[src/rtl/seg7_capture.sv]
// seg7_capture: reads back a multiplexed active-low 7-segment bus,
// filters each digit for stability and decodes it into a register bank.
//
// Ports:
//   iClk, iRst_n  clock (rising edge) and asynchronous active-low reset
//   iSeg          segment bus g..a, active-low (0 = lit)
//   iDigEn        one-hot digit enables (zero allowed)
//   oDigits       decoded values, digit k at [4k+3:4k]
//   oValid        digit k holds a committed legal decode
//   oUpdate       pulse: some oDigits/oValid bit changed this cycle
//   oErr          pulse: illegal pattern committed or multi-hot enables
module seg7_capture #(
   parameter int NDIG   = 4,
   parameter int STABLE = 4
) (
   input  logic              iClk,
   input  logic              iRst_n,
   input  logic [6:0]        iSeg,
   input  logic [NDIG-1:0]   iDigEn,
   output logic [4*NDIG-1:0] oDigits,
   output logic [NDIG-1:0]   oValid,
   output logic              oUpdate,
   output logic              oErr
);

   typedef enum logic [1:0] {
      IDLE,
      FILTER,
      HOLD
   } state_t;

   localparam logic [3:0] STABLE_C = 4'(STABLE);

   state_t            state;
   state_t            nState;
   logic [6:0]        sSeg;
   logic [NDIG-1:0]   sEn;
   logic [6:0]        latSeg;
   logic [6:0]        nLatSeg;
   logic [NDIG-1:0]   latEn;
   logic [NDIG-1:0]   nLatEn;
   logic [3:0]        count;
   logic [3:0]        nCount;
   logic [4:0]        cntInc;
   logic              enZero;
   logic              enOne;
   logic              enMulti;
   logic              same;
   logic              commit;
   logic              multiErr;
   logic              badCommit;
   logic [4*NDIG-1:0] nDigits;
   logic [NDIG-1:0]   nValid;
   logic              decLegal;
   logic              decBlank;
   logic [3:0]        decVal;

   // Input stage: every decision uses the registered bus.
   always_ff @(posedge iClk or negedge iRst_n) begin
      if (!iRst_n) begin
         sSeg <= '0;
         sEn  <= '0;
      end else begin
         sSeg <= iSeg;
         sEn  <= iDigEn;
      end
   end

   always_comb begin
      enZero  = (sEn == '0);
      enOne   = $onehot(sEn);
      enMulti = !enZero && !enOne;
      same    = (sEn == latEn) && (sSeg == latSeg);
      cntInc  = {1'b0, count} + 5'd1;
   end

   // State register
   always_ff @(posedge iClk or negedge iRst_n) begin
      if (!iRst_n) begin
         state  <= IDLE;
         latSeg <= '0;
         latEn  <= '0;
         count  <= '0;
      end else begin
         state  <= nState;
         latSeg <= nLatSeg;
         latEn  <= nLatEn;
         count  <= nCount;
      end
   end

   // Next-state logic. HOLD with a changed input behaves like IDLE.
   always_comb begin
      nState   = state;
      nLatSeg  = latSeg;
      nLatEn   = latEn;
      nCount   = count;
      commit   = 1'b0;
      multiErr = 1'b0;
      if (state == FILTER && same) begin
         if (cntInc >= {1'b0, STABLE_C}) begin
            nCount = STABLE_C;
            nState = HOLD;
            commit = 1'b1;
         end else begin
            nCount = cntInc[3:0];
         end
      end else if (state == HOLD && same) begin
         nState = HOLD;
      end else begin
         nLatSeg = sSeg;
         nLatEn  = sEn;
         if (enOne) begin
            nCount = 4'd1;
            if (STABLE_C == 4'd1) begin
               nState = HOLD;
               commit = 1'b1;
            end else begin
               nState = FILTER;
            end
         end else begin
            nState   = IDLE;
            nCount   = '0;
            multiErr = enMulti;
         end
      end
   end

   // Pattern decoder; at commit time sSeg is the committed pattern.
   always_comb begin
      decLegal = 1'b1;
      decBlank = 1'b0;
      decVal   = 4'd0;
      unique case (sSeg)
         7'h40: decVal = 4'd0;
         7'h79: decVal = 4'd1;
         7'h24: decVal = 4'd2;
         7'h30: decVal = 4'd3;
         7'h19: decVal = 4'd4;
         7'h12: decVal = 4'd5;
         7'h02: decVal = 4'd6;
         7'h78: decVal = 4'd7;
         7'h00: decVal = 4'd8;
         7'h10: decVal = 4'd9;
         7'h7F: begin
            decLegal = 1'b0;
            decBlank = 1'b1;
         end
         default: decLegal = 1'b0;
      endcase
   end

   // Output logic: next register-bank contents for a commit.
   always_comb begin
      nDigits   = oDigits;
      nValid    = oValid;
      badCommit = 1'b0;
      if (commit) begin
         for (int k = 0; k < NDIG; k++) begin
            if (sEn[k]) begin
               if (decLegal) begin
                  nDigits[4*k +: 4] = decVal;
                  nValid[k]         = 1'b1;
               end else begin
                  nValid[k] = 1'b0;
                  badCommit = !decBlank;
               end
            end
         end
      end
   end

   always_ff @(posedge iClk or negedge iRst_n) begin
      if (!iRst_n) begin
         oDigits <= '0;
         oValid  <= '0;
         oUpdate <= 1'b0;
         oErr    <= 1'b0;
      end else begin
         oDigits <= nDigits;
         oValid  <= nValid;
         oUpdate <= (nDigits != oDigits) || (nValid != oValid);
         oErr    <= multiErr || badCommit;
      end
   end

endmodule

[config.mk]
export PLATFORM = sky130hd
export DESIGN_NAME = seg7_capture
export DESIGN_NICKNAME = d
export VERILOG_FILES = /design/src/rtl/seg7_capture.sv
export SDC_FILE = /design/constraint.sdc
export NUM_CORES = 1
export LEC_CHECK = 0
export CAP_MARGIN = 0
export CORE_AREA = 2 2 72 74
export CTS_CLUSTER_SIZE = 28
export DETAILED_ROUTE_END_ITERATION = 7
export DIE_AREA = 0 0 74 76
export PLACE_DENSITY = 0.76
export SYNTH_ARGS = -nofsm -noshare
export SYNTH_HDL_FRONTEND = slang
export SYNTH_SLANG_ARGS = --single-unit
[constraint.sdc]
create_clock -name iClk -period 2.6 [get_ports iClk]
set_input_delay 0.39 -clock iClk [delete_from_list [all_inputs] [get_ports iClk]]
set_output_delay 0.39 -clock iClk [all_outputs]
set_load 0.01 [all_outputs]
==> flow_summary.ini, run 1 <==
[sta]
fmax_mhz = 403
slew_headroom = 0.664
period_minus_slack_ns = 2.48
period_share = 0.953
slew_violations = 0
finalSetupTns_ns = 0
clock_skew_ns = 0.00816
rsz0062_at_grt = no
finalHoldViolations = 0
tightest_slew_ns = 0.504
setup-violations-final = 0
fin_ws_ns = 0.121

[pwr]
totalPowerFinal_mw = 1.44
p_per_area_nw_per_um2 = 482
peakVddDrop_uv = 304
leakage_nw = 1.31

[logic_synthesis]
ys_warn_count = 0
yosys.area_share.simple = 0.167
ys_seq_area_frac = 0.501
synth-adder-area-share = 0.0331
ys_ff_latch = 50
syn-cell-area_sq_um = 2500
synth_edf_count = 0
synth-async-reset-ratio = 1.00
synth_ff_type = dfrtp_1
syn-instance-count = 239
synth_compound_area_frac = 0.137
synth_top_family_by_area = simple AND/OR/NAND/NOR gates
syn_nets = 258
synthXorXnorAreaFrac = 0.0631
synth.distinct_cells = 55
muxShareOfSynthArea = 0.0401
post_synth.cell_area_avg_sq_um = 10.4

[worst_setup_path]
end_kind = register
r2r_slack_ns = 0.12
reg2reg_from = sSeg[1]
r2r_cells = 8
cp_max_fo = 7
required_ns = 2.78
worstReg2RegEnd = oUpdate
worst-endpoint-arrival_ns = 2.65
critPathKind = register to register
startpoint_type = register

[die]
die-area_sq_um = 5620
num_rows = 26
die_h_um = 76
fp.coreArea_sq_um = 4910
fp.dieW_um = 74
initial_core_util = 0.508
ioPinCount = 35

[global_routing]
grt_max_degree = 29
grt_pass1_wl_mm = 9.00
antenna_found_initial = 0
grt_overflow = 0
grt_pass1_vias = 1777
grt_usage = 0.207

[clocking]
numCtsBuffers = 5
ctsHtreeMaxLevel = 2
cts_tree = yes
cts_sinks = 50
clock_path_buffers = 2
clk_latency_ns = 0.30
clk_pin_slew_ns = 0.10
clockRootBuffer = clkbuf_8

[placed_design]
gp_congestion = 0.884
port_buffers = 34
dp_slack_ns = 0.0235
hpwl_mm = 3.72

[detailed_routing]
drtIter0Drc = 121
wire_per_inst_um = 15.4
drc_errors = 0
vias = 1845
drt-total-wl_mm = 5.18
ant_nets = 0
vias_per_cell = 5.49
first_pass_iters = 4

[finish]
syn_to_final_growth_pct = 19.7
num_antenna_cells = 0
finalNetCount = 284
final_common_cell = dfrtp_1
final_cell_mix = dfrtp_1, clkdlybuf4s50_1, nand2_1, xor2_1, nand3_1
final_layout_size_suffix_gt1_frac = 0.143
fin_util = 0.609

[worst_hold_path]
hp-class = primary input to async pin

[run_status]
status = completed

[run]
max-cap-violations = 0
-- registers in the layout, summed over array words and instances (netlist names) --
name and cells:
oUpdate 1, count 4, latEn 4, latSeg 7
state 2, oErr 1, sEn 4, oValid 4
sSeg 7, oDigits 16
-- critical path, stage by stage, from the launching register on --
cell and delay, ns:
dfrtp_1 0.43, buf_4 0.18, or3b_2 0.46, a21oi_2 0.22, nor2_2 0.12, a32o_1 0.26
a22o_1 0.24, o41ai_2 0.33, o211ai_1 0.12
-- per-layer routing --
metal / share of wire / vias up / wire length, um / global-route usage
li1: - / 885 / - / -
met1: 0.47 / 889 / 2440 / 0.316
met3: 0.059 / 8 / 305 / 0.0450
met5: 0 / - / 0 / 0
met4: 0.017 / 0 / 86 / 0.0636
met2: 0.45 / 63 / 2350 / 0.293
-- through the flow --
step | cell area [sq um] | hold WS [ns] | std cells
floorplan | 2500 | 0.0944 | 239
finish | 2990 | 0.0437 | 336
CTS | 2970 | 0.0461 | 336
global placement | 2870 | 0.382 | 328
detailed placement | 2870 | 0.386 | 328
global route | 2990 | 0.0750 | 336
-- power by group --
part | total (mW) | internal (mW) | switching, mW
sequential | 0.833 | 0.804 | 0.0300
clock | 0.482 | 0.219 | 0.263
combinational | 0.124 | 0.0595 | 0.0649
-- timing repair --
action | in CTS | in global routing
resized for setup | 1 | 6
setup endpoints to repair | 1 | 13
buffers inserted | 0 | 0
hold buffers | 0 | 0
hold endpoints to repair | 0 | 0
pin swaps | 0 | 0
-- synthesized netlist by cell type, types with 2 or more instances --
master     n  area share
buf_2      7       0.014
dfrtp_1   50        0.50
o21ai_0    9       0.018
a32o_1     2      0.0080
nand3_1   11       0.022
xnor2_1    6       0.021
clkbuf_1  14       0.021
buf_4      2      0.0060
nor2_1     7       0.011
o211ai_1   4       0.012
nand2_1   25       0.038
and4b_1    2      0.0080
ha_1       5       0.025
a21oi_1    5       0.010
nor4_1     2      0.0050
inv_1      9       0.014
a21boi_0   2      0.0060
and2_1     6       0.015
xor2_1    12       0.042
nor3b_1    4       0.012
mux2_2     6       0.027
nand3b_1   3      0.0090
nor3_1     6       0.012
o22ai_1    3      0.0075
a22o_1     5       0.018
a22oi_1    2      0.0060
mux2_1     2      0.0090
-- logic make-up (layout without fill, tap and decap cells) --
| group | Yosys count | after routing |
|---|---|---|
| AOI/OAI and AO/OA | 45 | 45 |
| xor gates and xnor gates | 18 | 18 |
| adders and majority gates | 6 | 6 |
| buffers and inverters | 33 | 60 |
| DFF | 50 | 50 |
| muxes | 9 | 9 |
| and+or+nand+nor | 78 | 78 |
-- cell type report --
class,instances,area (sq um)
Clock inverter,2,16.3
Sequential cell,50,1260
Multi-Input combinational cell,156,1110
Timing Repair Buffer,43,403
Clock buffer,6,82.6
Fill cell,417,1920
Tap cell,70,87.6
Inverter,9,33.8
-- worst max-delay path by stage --
stage                        from         end  slack [ns]  cells past startpoint
after floorplan           sSeg[2]     oUpdate        0.29                      8
after global placement    sSeg[3]     oUpdate        0.09                      7
after detailed placement  sSeg[3]     oUpdate        0.02                      7
after CTS                 sSeg[0]     oUpdate      0.0006                      7
after global routing      sSeg[5]  oDigits[6]        0.01                      8
final                     sSeg[1]     oUpdate        0.12                      8
(Power assumes the default switching activity.)
==> run 2, diff against run 1 <==
- HOLD_SLACK_MARGIN: default -> 0.05
==> run 2 against run 1 <==
Combinational power about the same. Critical path type unchanged. Die area unchanged. Clock power is essentially flat. Count of clock-buffer cells in the layout stayed put. Fmax decreased by 0.12%. Sequential cell count unchanged. Hold slack gained 0.44 ns. Utilization is 0.20 points higher. Final cell count rose by 0.30%. Worst setup slack worse by 0.0031 ns.
==> flow_summary.ini, run 2 (same netlist as run 1, synthesis figures left out) <==
[detailed_routing]
vias = 1866
drc_errors = 0
drt-total-wl_mm = 5.17
vias_per_cell = 5.54
first_pass_iters = 5
ant_nets = 0
wire_per_inst_um = 15.3
drtIter0Drc = 103

[clocking]
clk_latency_ns = 0.30
cts_tree = yes
clockRootBuffer = clkbuf_8
cts_sinks = 50
clk_pin_slew_ns = 0.09
numCtsBuffers = 5
clock_path_buffers = 2
ctsHtreeMaxLevel = 2

[sta]
rsz0062_at_grt = no
tightest_slew_ns = 0.469
setup-violations-final = 0
fin_ws_ns = 0.118
fmax_mhz = 403
slew_violations = 0
finalHoldViolations = 0
slew_headroom = 0.679
hold_ws_ns = 0.487
clock_skew_ns = 0.00613
period_minus_slack_ns = 2.48
finalSetupTns_ns = 0
period_share = 0.955

[global_routing]
grt_pass1_vias = 1783
grt_pass1_wl_mm = 9.03
antenna_found_initial = 0
grt_max_degree = 29
grt_overflow = 0
grt_usage = 0.207

[worst_setup_path]
end_kind = register
crit_slowest_cell = or3b_2
cp_top_family = compound AO/OA/AOI/OAI gates
worst-endpoint-arrival_ns = 2.66
critPathMaxStageDelay_ns = 0.46
required_ns = 2.78
critPathKind = register to register
startpoint_type = register
path_buf_inv = 1
cp_max_fo = 7
crit_chain = buf_4 -> or3b_2 -> a21oi_2 -> nor2_2 -> a32o_1 -> a22o_1 -> o41ai_2 -> o211ai_1

[die]
fp.coreArea_sq_um = 4910
initial_core_util = 0.508
die_h_um = 76
ioPinCount = 35
fp.dieW_um = 74
die-area_sq_um = 5620
num_rows = 26

[worst_hold_path]
hp-class = register to register

[pwr]
peakVddDrop_uv = 304
p_per_area_nw_per_um2 = 480
p_sw_uw = 357
totalPowerFinal_mw = 1.44
pwr-share-comb = 0.087
power_frac_seq = 0.579
cell_internal_pwr_mw = 1.08
leakage_nw = 1.31
swShare = 0.248
p_clk_frac = 0.335

[finish]
fin_area_sq_um = 3000
final_common_cell = dfrtp_1
final_cell_mix = dfrtp_1, clkdlybuf4s50_1, nand2_1, xor2_1, nand3_1
num_antenna_cells = 0
regMostFlops = oDigits
final_layout_size_suffix_gt1_frac = 0.142
largest_registers = oDigits: 16 flops, latSeg: 7 flops, sSeg: 7 flops
finalNetCount = 285
syn_to_final_growth_pct = 20.1
largest_register_ffs = 16
final_cells = 337
fin_util = 0.611

[placed_design]
gp_congestion = 0.884
hpwl_mm = 3.72
dp_slack_ns = 0.0235
dp_cells = 328
port_buffers = 34
placed_area_sq_um = 2870

[run_status]
status = completed

[run]
max-cap-violations = 0
==> run 2: final timing paths <==
path	end	cells past startpoint	slack, ns	startpoint
hold / removal	latSeg[1]	0	0.49	sSeg[1]
setup reg to reg	oUpdate	8	0.12	sSeg[1]
setup / recovery	oUpdate	8	0.12	sSeg[1]
min in group asynchronous	latSeg[6]	2	0.59	iRst_n
max in group asynchronous	sSeg[4]	3	1.26	iRst_n
hold reg to reg	latSeg[1]	0	0.49	sSeg[1]
==> run 2: layout make-up <==
cell class                      count  area [sq um]
Clock buffer                        6          82.6
Clock inverter                      2          16.3
Fill cell                         416          1910
Inverter                            9          33.8
Multi-Input combinational cell    156          1110
Sequential cell                    50          1260
Tap cell                           70          87.6
Timing Repair Buffer               44           413
==> run 2: metal layers <==
layer  track usage  up-vias  part of all wire
li1              -      887                 -
met1         0.316      900              0.46
met2         0.295       73              0.46
met3        0.0450        6             0.069
met4        0.0636        0             0.014
met5             0        -                 0
==> run 2: worst reg2reg max path: stages, from the launching register on <==
cell and delay [ns]:
dfrtp_1 0.43, buf_4 0.18, or3b_2 0.46, a21oi_2 0.22
nor2_2 0.12, a32o_1 0.27, a22o_1 0.24, o41ai_2 0.33
o211ai_1 0.12
==> run 2: power groups by stage <==
stage	Clock (mW)	Combinational [mW]	Sequential, mW
final	0.482	0.125	0.833
after global routing	0.525	0.143	0.838
after CTS	0.494	0.126	0.832
after detailed placement	0	0.124	0.848
after global placement	0	0.122	0.846
after floorplan	0	0.0836	0.833
==> run 2: repair_timing <==
action                                  in CTS  in global routing
gates resized for setup                      1                  6
endpoints found under the setup margin       1                 13
hold endpoints to repair                    15                  0
hold buffers                                 1                  0
buffers inserted                             0                  0
